[src/rtl/mul8_seq_ctrl.sv]
// rtl/mul8_seq_ctrl.sv - 8x8 unsigned multiply sequenced over a shared 4x4 array
// One nibble-pair product per cycle is accumulated over four MUL cycles.

module wallace (
  input  logic [3:0] a_i,
  input  logic [3:0] b_i,
  output logic [7:0] p_o
);
  always_comb begin
    p_o = '0;
    for (int i = 0; i < 4; i++) begin
      if (b_i[i]) p_o = p_o + ({4'b0, a_i} << i);
    end
  end
endmodule

module mul8_seq_ctrl #(
  parameter bit CLEAR_ON_START = 1'b1
) (
  input  logic        clk_i,
  input  logic        rst_i,
  input  logic        start_i,
  input  logic        abort_i,
  input  logic [7:0]  a_i,
  input  logic [7:0]  b_i,
  output logic        busy_o,
  output logic        done_o,
  output logic [15:0] prod_o
);
  typedef enum logic [1:0] {S_IDLE, S_MUL, S_DONE} state_t;

  state_t      state_q, state_d;
  logic [1:0]  cnt_q, cnt_d;
  logic [7:0]  aq_q, aq_d, bq_q, bq_d;
  logic [15:0] acc_q, acc_d, prod_q, prod_d;

  logic [3:0]  wa, wb;
  logic [7:0]  pp;
  logic [15:0] term;

  // cnt[0] picks the high nibble of a, cnt[1] the high nibble of b
  assign wa = cnt_q[0] ? aq_q[7:4] : aq_q[3:0];
  assign wb = cnt_q[1] ? bq_q[7:4] : bq_q[3:0];

  wallace u_wallace (
    .a_i (wa),
    .b_i (wb),
    .p_o (pp)
  );

  always_comb begin
    case (cnt_q)
      2'd0:    term = {8'b0, pp};
      2'd3:    term = {pp, 8'b0};
      default: term = {4'b0, pp, 4'b0};
    endcase
  end

  always_comb begin
    state_d = state_q;
    cnt_d   = cnt_q;
    aq_d    = aq_q;
    bq_d    = bq_q;
    acc_d   = acc_q;
    prod_d  = prod_q;
    case (state_q)
      S_MUL: begin
        if (abort_i) begin
          state_d = S_IDLE;
        end else if (cnt_q == 2'd3) begin
          prod_d  = acc_q + term;
          state_d = S_DONE;
        end else begin
          acc_d = acc_q + term;
          cnt_d = cnt_q + 2'd1;
        end
      end
      default: begin
        state_d = S_IDLE;
        if (start_i) begin
          aq_d    = a_i;
          bq_d    = b_i;
          acc_d   = '0;
          cnt_d   = '0;
          state_d = S_MUL;
          if (CLEAR_ON_START) prod_d = '0;
        end
      end
    endcase
  end

  always_ff @(posedge clk_i) begin
    if (rst_i) begin
      state_q <= S_IDLE;
      cnt_q   <= '0;
      aq_q    <= '0;
      bq_q    <= '0;
      acc_q   <= '0;
      prod_q  <= '0;
    end else begin
      state_q <= state_d;
      cnt_q   <= cnt_d;
      aq_q    <= aq_d;
      bq_q    <= bq_d;
      acc_q   <= acc_d;
      prod_q  <= prod_d;
    end
  end

  assign busy_o = (state_q == S_MUL);
  assign done_o = (state_q == S_DONE);
  assign prod_o = prod_q;
endmodule

[config.mk]
export PLATFORM = sky130hd
export DESIGN_NAME = mul8_seq_ctrl
export DESIGN_NICKNAME = d
export VERILOG_FILES = /design/src/rtl/mul8_seq_ctrl.sv
export SDC_FILE = /design/constraint.sdc
export NUM_CORES = 1
export LEC_CHECK = 0
export ABC_AREA = 0
export ABC_CLOCK_PERIOD_IN_PS = 6100
export CAP_MARGIN = 5
export CORE_ASPECT_RATIO = 0.6
export CORE_UTILIZATION = 40
export CTS_CLUSTER_SIZE = 10
export DETAILED_ROUTE_END_ITERATION = 10
export PLACE_DENSITY = 0.74
export SLEW_MARGIN = 30
export SYNTH_ARGS = -nofsm -noshare
export SYNTH_HDL_FRONTEND = slang
export SYNTH_SLANG_ARGS = --single-unit
[constraint.sdc]
create_clock -name clk_i -period 6.1 [get_ports clk_i]
set_clock_uncertainty 0.15 [all_clocks]
set_input_delay 0.915 -clock clk_i [delete_from_list [all_inputs] [get_ports clk_i]]
set_output_delay 0.915 -clock clk_i [all_outputs]
set_load 0.1 [all_outputs]
Word level (Yosys, flattened, before mapping)

Cells that the tools add are included.
Widths: inputs -> output; s select.

Bitwise logic cells: 1
$add $sub $neg: 5
Reduce and logical (&&, ||, !) cells: 5
Eq/ne operators: 7
Muxes and demuxes: 22

Operators with widths:

| operator            | count |
|---|---|
| $mux 16             | 7 |
| $pmux 16 s2         | 1 |
| $mux 8              | 3 |
| $add 16x16->16      | 1 |
| $mux 2              | 7 |
| $mux 4              | 3 |
| $add 8x5->8         | 1 |
| $add 8x6->8         | 1 |
| $add 8x7->8         | 1 |
| $reduce_and 3->1    | 2 |
| $eq 2x2->1 const B  | 2 |
| $ne 2x2->1 const B  | 2 |
| $ne 3x2->1 const B  | 1 |
| $add 2x1->2 const B | 1 |
| $eq 2x1->1 const B  | 1 |
| $logic_not 2->1     | 1 |
| $ne 2x1->1 const B  | 1 |
| $reduce_and 2->1    | 1 |
| $reduce_bool 2->1   | 1 |
| $mux 1              | 1 |
| $not 1->1           | 1 |

Logic and storage cells: 46
Output and inout bits: 18
Register bits: 52
Input port bits: 20

Longest topological paths before layout

Word-level depth: 13
Mapped depth: 30
Depth with buffers taken out: 29

Cells and area by module

A second synthesis with hierarchy kept.

Cell total of the unflattened synthesis: 401
Area total of the unflattened synthesis: 3323.2 um^2

Modules (own cells, without submodules):

| module        | sequential area each (um^2) | area each (um^2) | cells each | times used |
|---|---|---|---|---|
| mul8_seq_ctrl | 1041.0                      | 2760.1           | 332        | 1 |
| wallace       | 0.0                         | 563.0            | 69         | 1 |

Worst setup path before layout

No wires, ideal clock.

Path kind: register to register
From: register cnt_q[0]
To: register prod_q[15] (netlist: prod_o[15])
Setup time: 117 ps
Required time: 5833 ps
Stages on the path, launching flop included: 30
Period minus slack after synthesis: 6387 ps
Slack: -287 ps
Data arrival time: 6120 ps
Path buffers: 2
Path through: dfxtp_1 > buf_6 > mux2i_4 > clkbuf_1 > nor2_1 > ha_1 > ha_1 > o41a_1 > nand2_1 > xnor2_1 > ha_1 > or3_1 > a31oi_1 > xnor2_1 > ha_1 > inv_1 > nand4_1 > xnor2_1 > nor2_1 > a31o_2 > o22ai_1 > ha_1 > a21oi_1 > o31ai_1 > a211oi_1 > o21ai_1 > a21o_1 > a21oi_1 > xor3_1 > a32o_1

Word-level cells in the longest chain between the ends: 13
Elaborated cells between the ends (all ways): 17
Those cells by class: 4 x add/sub; 2 x eq/ne; 9 x mux; 2 x reduce/logical

RTL lines:

| item                   | line | source |
|---|---|---|
| start, declared        | 33   | `logic [1:0] cnt_q, cnt_d;` |
| start signal, assigned | 102  | `cnt_q <= cnt_d;` |
| $mux 4                 | 42   | `assign wa = cnt_q[0] ? aq_q[7:4] : aq_q[3:0];` |
| $mux 4                 | 12   | `if (b_i[i]) p_o = p_o + ({4'b0, a_i} << i);` |
| $add 8x5->8            | 12   |  |
| $mux 8                 | 12   |  |
| $add 8x6->8            | 12   |  |
| $mux 8                 | 12   |  |
| $add 8x7->8            | 12   |  |
| $mux 8                 | 12   |  |
| $pmux 16 s2            | 52   | `case (cnt_q)` |
| $add 16x16->16         | 71   | `prod_d = acc_q + term;` |
| $mux 16                | 70   | `end else if (cnt_q == 2'd3) begin` |
| $mux 16                | 68   | `if (abort_i) begin` |
| $mux 16                | 66   | `case (state_q)` |
| end signal, assigned   | 106  | `prod_q <= prod_d;` |
| end, declared          | 35   | `logic [15:0] acc_q, acc_d, prod_q, prod_d;` |

Several ways; a longest one is shown, not always the timed one. The select of a mux whose other input is x is not followed.
A chain may end at the register's enable or synchronous reset.

Worst setup path in the final report

Ends and elaborated chain as after synthesis.

==> reports/summary.txt <==
Initial antenna violation count: 0
RR Startpoint: cnt_q[0]
Later-pin clock latency in the skew report: 0.29 ns
Die footprint: 9030 um2
Worst-Margin Slew: 0.985 ns
Power Density: 177 nW/um2
Number of clock sinks: 52
Critical path fanouts, max: 5
DP Area: 4130 um2
Final instance area: 4310 um2
Max-Cap Viols: 0
Clock power share: 36.4%
Netlist cell types: 58
Tmin final: 5.89 ns
Global-route wire length before repair: 15.3 mm
Combinational share of power: 17.1%
Detailed Routing Iterations Pass 1: 5
GP Congestion: 0.956
Die height: 74 um
Met1 Use GR: 33.9%
Clock root buffer: clkbuf_16
CP Launch Point: cnt_q[0]
Core area: 8130 um2
Leakage Power: 1.78 nW
TritonCTS clock tree: done
Crit start category: register
Gate Count Post-Synth: 440
Area grow syn2layout: 24.6%
Port buffer count: 37
IO Pins: 38
Drt total wl: 9.25 mm
Num CTS Buffers: 5
Met2 Track Usage GR: 30.8%
Nets: 546
Busiest grt layer: met1
# diodes: 0
Vias in the first global route: 3057
Syn Nets: 488
Crit path DAT: 5.92 ns
Net Sw Frac: 27.8%
Max clock buf depth: 2
All-Layer GR Usage: 21.9%
Met3 usage in global routing: 4.91%
Final setup vio count: 0
Via Count: 3385
Post-Place Setup Slack: -0.0228 ns
Die span in x: 122 um
Final WS setup: 0.212 ns
Aggregate global routing overflow: 0
FFs w/ async S/R, synth: 0%
Most common flop cell mapped by yosys: dfxtp_1
Fmax: 170 MHz
Post-detailed-route via-to-cell ratio: 5.58
Row count: 25
Hold Crit Start: prod_o[4]
WS Path Type: reg2reg
Post-DRT Antenna Nets: 0
Worst Path Required: 6.13 ns
Max rail drop VDD: 0.0936 mV
Syn avg cell area: 7.85 um2
Sequential area share after synthesis: 30.1%
WL/cell: 15.2 um
Final max-slew violation count: 0
Sequential share of power: 46.5%
RSZ-0062 raised after global routing: true
Final hold vios: 0
Slew HR: 34.1%
Cts hold-fix bufs: 0
Internal power: 0.550 mW
HP Class: reg2reg
Iter 0 DRT Violations: 300
Synthesized cell area: 3460 um2
Fin crit share: 96.5%
Syn. warnings: 0
Post-synth EDFFs: 0
Maximum number of pins on one net before global-route repair: 53
Setup total negative slack: 0 ns
Clock transition at path regs: 0.07 ns
Starting Density: 42.5%
Final HPWL DP: 7.24 mm
Status: complete, no violations
Crit path capture type: register
Switching power: 0.212 mW
Final core occ: 52.9%
Yosys reg bits: 52
Remaining DRCs: 0
H-tree depth: 2
Layout cells sized above 1: 14.0%
## cell usage after synthesis (5+ instances only)
master	instances	area (um2)
a31oi_1	8	50.1
inv_1	10	37.5
nand3_1	7	35.0
o22ai_1	6	37.5
a21o_1	8	60.1
o21ai_0	9	45.0
xnor2_1	11	96.3
a22oi_1	5	37.5
a21oi_1	58	290
nor3_1	5	25.0
mux2i_1	7	70.1
nand2_1	89	334
clkbuf_1	16	60.1
dfxtp_1	52	1040
nor2_1	42	158
xor2_1	7	61.3
a211oi_1	7	52.6
ha_1	27	338
mux2_2	5	56.3
## final timing paths
| check | to | slack [ns] | cells after the start |
|---|---|---|---|
| worst max-delay path | prod_o[15] | 0.21 | 26 |
| worst min-delay path | prod_o[4] | 0.30 | 2 |
| worst max register to register | prod_o[15] | 0.21 | 26 |
| worst min register to register | prod_o[4] | 0.30 | 2 |
## power groups by stage
stage          clock, mW  sequential, mW  combinational [mW]
6_report           0.277           0.354               0.130
4_1_cts            0.284           0.355               0.128
2_1_floorplan          0           0.362              0.0805
3_3_place_gp           0           0.362               0.125
5_1_grt            0.300           0.355               0.142
3_5_place_dp           0           0.362               0.127
## per-stage QoR
step	hold slack [ns]	cells	total power [mW]
after floorplan	0.283	440	0.443
after global placement	0.289	598	0.487
after detailed placement	0.294	598	0.489
after CTS	0.304	606	0.766
after global routing	0.324	607	0.797
final	0.300	607	0.761
## flip-flops by register name (all words and copies together) (netlist names)
register and count:
state_q 2, prod_o 16, aq_q 8, bq_q 8, acc_q 16, cnt_q 2
## area by class of cell
type	instances	area, um2
Inverter	12	45.0
Clock inverter	1	8.76
Fill cell	799	3830
Multi-Input combinational cell	358	2330
Clock buffer	7	133
Timing Repair Buffer	69	606
Tap cell	108	135
Sequential cell	52	1050
## kinds of logic (layout without fill, tap and decap cells)
logic type	Yosys count	count (layout)	synth area share, %
AO/OA/AOI/OAI	132	132	24.6
adder cells (fa/ha/maj)	28	28	10.4
multiplexers	16	16	6.26
AND/OR/NAND/NOR	163	163	19.8
XOR/XNOR	19	19	5.25
flip-flops	52	52	30.1
buffers and inverters	30	89	3.58
## worst max-delay path: stages (launching register included)
cell and delay (ns):
dfxtp_4 0.40, mux2_2 0.37, ha_1 0.22, ha_2 0.21, o41a_1 0.45, nand2_1 0.09, xnor2_1 0.08, ha_1 0.21
or3_1 0.38, a31oi_2 0.18, xnor2_1 0.10, ha_1 0.20, inv_1 0.08, nand4_1 0.10, xnor2_1 0.16, nor2_1 0.05
a31o_2 0.26, o22ai_1 0.14, ha_1 0.29, a21oi_2 0.14, o31ai_1 0.11, a211oi_2 0.29, o21ai_1 0.14, a21o_1 0.21
a21oi_2 0.20, xor3_1 0.35, a32o_1 0.23
## layout by cell type (no fill, tap or decap), types with 3 or more instances in the layout
master / instances
nand2_1: 88
a21oi_1: 56
dfxtp_1: 50
nor2_1: 40
clkdlybuf4s50_1: 36
buf_4: 32
ha_1: 26
xnor2_1: 11
inv_1: 10
o21ai_0: 9
a21o_1: 8
mux2i_1: 7
a31oi_1: 7
nand3_1: 7
xor2_1: 7
o22ai_1: 6
mux2_2: 5
a211oi_1: 5
a22oi_1: 5
clkbuf_16: 5
mux2i_4: 4
nor3_1: 4
or3_1: 4
and2_1: 3
a21oi_2: 3
nand4_1: 3
o21bai_1: 3
## routing by layer
| metal | share of wire (%) | routed length [um] |
|---|---|---|
| met3 | 7.4 | 685 |
| met1 | 54 | 5040 |
| met5 | 0 | 0 |
| met4 | 0.50 | 46 |
| met2 | 38 | 3480 |
## repair_timing
| action | 4_1_cts | 5_1_grt |
|---|---|---|
| resized for setup | 2 | 7 |
| buffers inserted | 0 | 1 |
| gates cloned | 0 | 0 |
| setup endpoints to repair | 1 | 9 |
| pin swaps | 0 | 4 |
(Power assumes the default switching activity.)
